$ cat src/rtl/ps2_rx_fifo.sv
// rtl/ps2_rx_fifo.sv - PS/2 device-to-host frame receiver with odd-parity/stop checks
// feeding a first-word-fall-through byte FIFO with sticky error flags.
module ps2_rx_fifo #(
  parameter int FIFO_DEPTH  = 8,
  parameter int TIMEOUT_CYC = 50000,
  localparam int AW = $clog2(FIFO_DEPTH)
) (
  input  logic          clk_i,
  input  logic          rst_n_i,
  input  logic          ps2_clk_i,
  input  logic          ps2_dat_i,
  input  logic          rd_i,
  input  logic          err_clr_i,
  output logic [7:0]    rdata_o,
  output logic          valid_o,
  output logic [AW:0]   count_o,
  output logic          irq_o,
  output logic          parity_err_o,
  output logic          frame_err_o,
  output logic          overflow_o
);

  typedef enum logic [1:0] {IDLE, DATA, PARITY, STOP} state_t;

  localparam logic [15:0] TO_LAST = 16'(TIMEOUT_CYC - 1);
  localparam logic [AW:0] DEPTH_W = (AW + 1)'(FIFO_DEPTH);

  logic [1:0]  clk_sync, dat_sync;
  logic        clk_prev;
  logic        fall, dat;

  state_t      state, state_n;
  logic [2:0]  bit_cnt, bit_cnt_n;
  logic [7:0]  sr, sr_n;
  logic        ok, ok_n;
  logic [15:0] tcnt, tcnt_n;
  logic        push, perr_set, ferr_set;

  logic [7:0]  mem [FIFO_DEPTH];
  logic [AW:0] wr_ptr, rd_ptr;
  logic        full, do_push, do_pop, ovf_set;

  // Pins are asynchronous; resetting the synchronizers high matches the idle bus level.
  always_ff @(posedge clk_i or negedge rst_n_i) begin
    if (!rst_n_i) begin
      clk_sync <= 2'b11;
      dat_sync <= 2'b11;
      clk_prev <= 1'b1;
    end else begin
      clk_sync <= {clk_sync[0], ps2_clk_i};
      dat_sync <= {dat_sync[0], ps2_dat_i};
      clk_prev <= clk_sync[1];
    end
  end

  assign fall = clk_prev & ~clk_sync[1];
  assign dat  = dat_sync[1];

  always_ff @(posedge clk_i or negedge rst_n_i) begin
    if (!rst_n_i) begin
      state   <= IDLE;
      bit_cnt <= 3'd0;
      sr      <= 8'h00;
      ok      <= 1'b0;
      tcnt    <= 16'd0;
    end else begin
      state   <= state_n;
      bit_cnt <= bit_cnt_n;
      sr      <= sr_n;
      ok      <= ok_n;
      tcnt    <= tcnt_n;
    end
  end

  always_comb begin
    state_n   = state;
    bit_cnt_n = bit_cnt;
    sr_n      = sr;
    ok_n      = ok;
    tcnt_n    = tcnt + 16'd1;
    push      = 1'b0;
    perr_set  = 1'b0;
    ferr_set  = 1'b0;
    if (state == IDLE || fall) tcnt_n = 16'd0;
    if (fall) begin
      case (state)
        IDLE: if (!dat) begin
          state_n   = DATA;
          bit_cnt_n = 3'd0;
        end
        DATA: begin
          sr_n      = {dat, sr[7:1]};
          bit_cnt_n = bit_cnt + 3'd1;
          if (bit_cnt == 3'd7) state_n = PARITY;
        end
        PARITY: begin
          ok_n    = ^{sr, dat};
          state_n = STOP;
        end
        STOP: begin
          state_n  = IDLE;
          push     = dat & ok;
          perr_set = ~ok;
          ferr_set = ~dat;
        end
        default: state_n = IDLE;
      endcase
    end else if (state != IDLE && tcnt == TO_LAST) begin
      // Stalled device: drop the partial byte and resynchronise on the next start bit.
      state_n  = IDLE;
      ferr_set = 1'b1;
    end
  end

  assign count_o = wr_ptr - rd_ptr;
  assign valid_o = (count_o != '0);
  assign irq_o   = valid_o;
  assign full    = (count_o == DEPTH_W);
  assign do_pop  = rd_i & valid_o;
  assign do_push = push & (~full | do_pop);
  assign ovf_set = push & full & ~do_pop;
  assign rdata_o = valid_o ? mem[rd_ptr[AW-1:0]] : 8'h00;

  always_ff @(posedge clk_i) begin
    if (do_push) mem[wr_ptr[AW-1:0]] <= sr;
  end

  always_ff @(posedge clk_i or negedge rst_n_i) begin
    if (!rst_n_i) begin
      wr_ptr       <= '0;
      rd_ptr       <= '0;
      parity_err_o <= 1'b0;
      frame_err_o  <= 1'b0;
      overflow_o   <= 1'b0;
    end else begin
      if (do_push) wr_ptr <= wr_ptr + 1'b1;
      if (do_pop)  rd_ptr <= rd_ptr + 1'b1;
      // A set in the same cycle as a clear takes precedence.
      parity_err_o <= perr_set | (parity_err_o & ~err_clr_i);
      frame_err_o  <= ferr_set | (frame_err_o  & ~err_clr_i);
      overflow_o   <= ovf_set  | (overflow_o   & ~err_clr_i);
    end
  end

endmodule

$ cat config.mk
export PLATFORM = sky130hd
export DESIGN_NAME = ps2_rx_fifo
export DESIGN_NICKNAME = d
export VERILOG_FILES = /design/src/rtl/ps2_rx_fifo.sv
export SDC_FILE = /design/constraint.sdc
export NUM_CORES = 1
export LEC_CHECK = 0
export ABC_CLOCK_PERIOD_IN_PS = 4300
export BUFFER_PORTS_ARGS = -buffer_cell sky130_fd_sc_hd__buf_2
export CORE_MARGIN = 1
export CORE_UTILIZATION = 50
export DETAILED_ROUTE_END_ITERATION = 8
export PLACE_DENSITY = 0.71
export SLEW_MARGIN = 20
export SYNTH_ARGS = -nofsm -noshare
export SYNTH_HDL_FRONTEND = slang
export SYNTH_SLANG_ARGS = --single-unit
$ cat constraint.sdc
create_clock -name clk_i -period 4.3 [get_ports clk_i]
set_input_delay 0.86 -clock clk_i [delete_from_list [all_inputs] [get_ports clk_i]]
set_output_delay 0.86 -clock clk_i [all_outputs]
set_load 0.01 [all_outputs]
---- Yosys cells after proc, flatten, opt, wreduce, memory -nomap -nowiden ----
Memories as Yosys holds them, arrays and structs flattened.
Index checks and enable logic that the tools add are counted.
storage, ports and cells
  output and inout port bits .............. 17
  word-level logic and storage cells ...... 77
  RAM bits ................................ 64
  flip-flop bits (word level) ............. 46
  memories kept ........................... 1
memories
  memory  depth  width  rd ports  clocked after memory_dff  write ports  line  text
  mem     8      8      1         0                         1            39    logic [7:0] mem [FIFO_DEPTH];
operators by class
  equality and inequality tests ........... 9
  reduce and logical (&&, ||, !) cells .... 12
  mux-type cells .......................... 18
  add/subtract/negate cells ............... 5
  bitwise gates (word level) .............. 19
operator list
  operator                                                         number
  16-bit by 1-bit adder with 16-bit output, second input constant  1
  16-bit equality test, second input constant                      1
  16-bit two-way mux                                               1
  1-bit AND                                                        9
  1-bit two-way mux                                                9
  9-bit XOR reduction                                              1
  4-bit by 1-bit adder with 4-bit output, second input constant    2
  2-bit two-way mux                                                4
  8-bit two-way mux                                                1
  2-bit case mux with 4 select lines                               1
  3-bit != test, second input constant                             2
  1-bit NOT                                                        6
  3-bit case mux with 2 select lines                               1
  3-bit AND reduction                                              2
  2-bit nonzero test                                               3
  2-bit equality test, second input constant                       2
  4-bit equality test, second input constant                       1
  1-bit bitwise OR                                                 4
  2-bit AND reduction                                              2
  4-bit nonzero test                                               1
  4-bit subtractor                                                 1
  3-bit by 1-bit adder with 3-bit output, second input constant    1
  3-bit equality test, second input constant                       1
  3-bit two-way mux                                                1
  5 further kinds                                                  5

---- Longest topological paths before layout ----
  depth in word-level cells ............... 7
  depth in mapped cells ................... 10
  gate-level depth less buffers ........... 9

---- Least setup slack after synthesis ----
Ideal clock, no wire load.
  path kind ............................... flip-flop to flip-flop
  start point ............................. register rd_ptr[1]
  end point ............................... memory mem[4][0], enable pin
  cell stages (with the launch flop) ...... 9
  arrival time ............................ 3190 ps
  slack ................................... 712 ps
  path through ............................ dfrtp_1 > clkbuf_1 > buf_2 > inv_1 > fa_1 > xor2_1 > nor4_1 > a31o_2 > nor4b_1
between the ends
  cells in the longest elaborated chain, start to end .. 7
  elaborated cells between the ends (all ways) .. 9
  classes of those cells .................. add/sub (1); eq/ne (1); mux (2); bitwise (4); reduce/logical (1)
ends and longest elaborated chain
  element                                                    line      text
  start, declared                                            40        logic [AW:0] wr_ptr, rd_ptr;
  start signal, assigned                                     137       if (do_pop) rd_ptr <= rd_ptr + 1'b1;
  4-bit subtractor (*)                                       115       assign count_o = wr_ptr - rd_ptr;
  net count_o[2]                                             16        output logic [AW:0] count_o,
  4-bit nonzero test or 4-bit equality test (tied branches)  116, 118
  1-bit AND or 1-bit NOT (tied branches)                     119, 120
  1-bit bitwise OR (*)                                       120       assign do_push = push & (~full | do_pop);
  1-bit AND (*)                                              120
  1-bit two-way mux (*)                                      125       if (do_push) mem[wr_ptr[AW-1:0]] <= sr;
  1-bit two-way mux (implied by the code) (*)                125
  end, declared                                              39
Mark *: on every way through the listed nets, which the timed path passes. The rest lies on a longest branch.

---- Worst setup path after layout ----
  start point ............................. register rd_ptr[2]
  end point ............................... output rdata_o[3]
between the ends
  cells in the longest elaborated chain, start to end .. 3
  elaborated cells between the ends (all ways) .. 4
  classes of those cells .................. add/sub (1); mux (1); reduce/logical (1); memory (1)
ends and longest elaborated chain
  element                line  text
  4-bit subtractor       115
  4-bit nonzero test     116   assign valid_o = (count_o != '0);
  8-bit two-way mux (*)  122   assign rdata_o = valid_o ? mem[rd_ptr[AW-1:0]] : 8'h00;
  end, declared          14    output logic [7:0] rdata_o,
Every way passes the cells marked *; elsewhere a longest branch is shown, timed or not.

==> summary.md <==
| Metric | Value |
|---|---|
| Worst slew pin tran | `794.5 ps` |
| Max Buffers Root-to-Sink | `2` |
| Final Hold Viols | `0` |
| Die Wd | `about 99 um` |
| Clk_skew | `roughly 15 ps` |
| Per-cell routed wire length | `around 17 um` |
| Number of sinks on the clock net | `110` |
| Pwr Total | `2.900 mW` |
| Crit Path Category | `reg2out` |
| Most frequent cells in the layout | `edfxtp_1, dfrtp_1, nand2_1` |
| Flop-to-flop setup slack | `1090 ps` |
| Nets | `373` |
| VDD IR max | `253.6 uV` |
| Crit path max fanout | `12` |
| Post-CTS Setup Inserts | `0` |
| Drt first pass iters | `4` |
| Vias in the first global route | `2656` |
| Synth Warn # | `0` |
| Core Area | `9196 sq um` |
| CTS tree | `done` |
| Gate Count Post-Synth | `approximately 320` |
| Finish-stage setup viols | `0` |
| Synth Register Bits | `110` |
| Total die area | `9858 sq um` |
| Hold-fix buffers at CTS | `0` |
| Hold Crit Class | `reg2reg` |
| CP peak stage delay | `550 ps` |
| Element type at the critical path start | `register` |
| Top_reg_cell synth | `edfxtp_1` |
| Length in cells of the worst reg-to-reg path | `6` |
| R2R Path Start | `rd_ptr[2]` |
| Setup_tns | `0 ps` |
| Critical path origin | `rd_ptr[2]` |
| Number of distinct library cells after synthesis | `51` |
| Slew Limit Fails | `0` |
| Layout cells sized above 1 | `about a quarter` |
| Buffers on Ports | `22` |
| Final period demand of the worst path | `3748 ps` |
| Reg2reg end | `mem[7][6]` |
| WHS Path Cells | `0` |
| H-tree levels | `3` |
| Fmax | `0.2668 GHz` |
| Hold endpoint | `dat_sync[1]` |
| Post-Syn Area per Cell | `14.74 sq um` |
| GPL Wtd Cong | `between 0.7 and 0.8` |
| CP max stage cell | `dfrtp_1` |
| Register area share after synthesis | `65.07%` |
| Cell Area, Synth | `4732 sq um` |
| Hold path start | `dat_sync[0]` |
| Cts repair resizes | `0` |
| Top-Level Pins | `23` |
| DRT iter0 DRCs | `~180` |
| Share of flip-flops with an asynchronous set or reset | `a little over two fifths` |
| Leakage | `2.004 nW` |
| CTS root buf | `clkbuf_8` |
| First-pass GRT wire length | `13.55 mm` |
| Cell family with most CP delay | `compound AO/OA/AOI/OAI gates` |
| Critical Path End Type | `output pin` |
| Status | `finished, final reports clean` |
| RSZ-0062 raised after global routing | `no` |
| Most common cell after layout, fill and taps aside | `edfxtp_1` |
| CTS Buf Count | `9` |
| Syn Nets | `340` |
| Total of max-cap violations | `0` |
| Total GRT Usage | `between 10% and 20%` |
| Worst path buffer plus inverter count | `3` |
| Drt via density | `between 5 and 6` |
| Final WL | `8.165 mm` |
| Slew margin rel. | `46.84%` |
| Grt ovf | `0` |
| Antenna viol nets, final | `0` |
| Clk_lat worst skew | `about 370 ps` |
| Via count | `2607` |
| Vert. Die Dim | `between 90 and 100 um` |
| Share of the clock period used by the worst path | `87.16%` |
| Crit path required time | `3440 ps` |
| Layout overhead on the synthesized area | `10.26%` |
| Cell breakdown of the critical path | `clkinv_1 -> ha_1 -> nand3b_1 -> a21o_1 -> a2111oi_4 -> buf_12 -> a21oi_1 -> buf_2` |
| Largest net degree at the start of global routing | `28` |
| Post-DP HPWL | `between 5 and 6 mm` |
| EDFF count, synth | `64` |
| Worst EP arrival | `2890 ps` |
| Clk pin slew, worst setup/hold paths | `~100 ps` |
| Pwr dens | `555.9 nW/um^2` |
| ANT cells | `0` |
| Initial Util | `about half` |
| DRC violations left | `0` |
| Initial antenna violation count | `0` |
| Rows | `35` |
## how the worst max path moves through the flow
| stage | end | slack [ps] | cells past startpoint |
|---|---|---|---|
| floorplan | mem[4][0] | 710 | 8 |
| global placement | irq_o | 720 | 7 |
| detailed placement | irq_o | 630 | 7 |
| CTS | irq_o | 220 | 7 |
| global route | rdata_o[3] | 310 | 8 |
| finish | rdata_o[3] | 550 | 8 |
## per-stage QoR
step                hold slack [ps]  std cells  setup slack, ps  util [%]  area (sq um)
floorplan                     345.2        321            712.0         -          4732
global placement              346.5        453            719.7     54.29          4992
detailed placement            346.8        453            634.2     54.29          4992
CTS                           361.8        469            218.5     56.52          5197
global route                  371.2        470            305.0     56.73          5218
finish                        360.6        470            552.1     56.73          5218
## area by class of cell
type	instances	area (sq um)
clock buffers	9	123.9
clock inverters	7	81.33
fillers	759	3979
inverters	13	48.80
multi-input cells	187	1540
flip-flops and latches	110	3079
well taps	111	138.9
repair buffers	33	205.2
## sequential cells by signal, indices dropped and copies added (netlist names)
register      flops
bit_cnt           3
parity_err_o      1
wr_ptr            4
overflow_o        1
clk_prev          1
dat_sync          2
tcnt             16
mem              64
clk_sync          2
frame_err_o       1
rd_ptr            4
state             2
ok                1
sr                8
## cells in the mapped netlist (all sizes together) (5+ instances only)
library cell | number | share of area [%]
nand3 | 8 | 0.95
a21oi | 12 | 1.3
inv | 12 | 0.95
xnor2 | 16 | 3.0
mux2 | 9 | 2.1
nor3 | 6 | 0.63
dfstp | 5 | 2.8
buf | 8 | 1.1
o21ai | 6 | 0.63
mux4 | 16 | 7.6
nand2 | 35 | 2.8
dfrtp | 41 | 22
edfxtp | 64 | 41
ha | 12 | 3.2
xor2 | 11 | 2.0
nor2 | 18 | 1.4
## routing by layer
layer  wire length, um  up-vias  global-route usage (%)  part of all wire, %
li1                  -     1240                       -                    -
met1              3720     1328                   23.95                   46
met2              4154       30                   30.98                   51
met3               184        9                   3.022                  2.3
met4               106        0                   6.448                  1.3
met5                 0        -                       0                    0
## worst register-to-register path, cell delays in order (launching register included)
cell,delay (ps)
dfrtp_1,550
clkinv_1,370
ha_1,450
xor2_1,360
nor4_1,160
a31o_2,320
nor2_1,630
## logic make-up (layout without fill, tap and decap cells)
family,count (synthesis),count (layout),share of synthesized area [%]
fa+ha+maj,13,13,3.596
compound gates,32,32,4.707
buf+inv,24,62,2.379
mux,25,25,9.757
simple gates,90,90,9.493
xor+xnor,27,27,4.997
flops,110,110,65.07
## power breakdown
| group | switching (mW) | internal, mW | leakage [nW] | total (mW) |
|---|---|---|---|---|
| combinational | 0.513 | 0.443 | 0.708 | 0.956 |
| sequential | 0.0962 | 1.21 | 1.20 | 1.31 |
| clock | 0.358 | 0.278 | 0.0958 | 0.636 |
(Power assumes the default switching activity.)
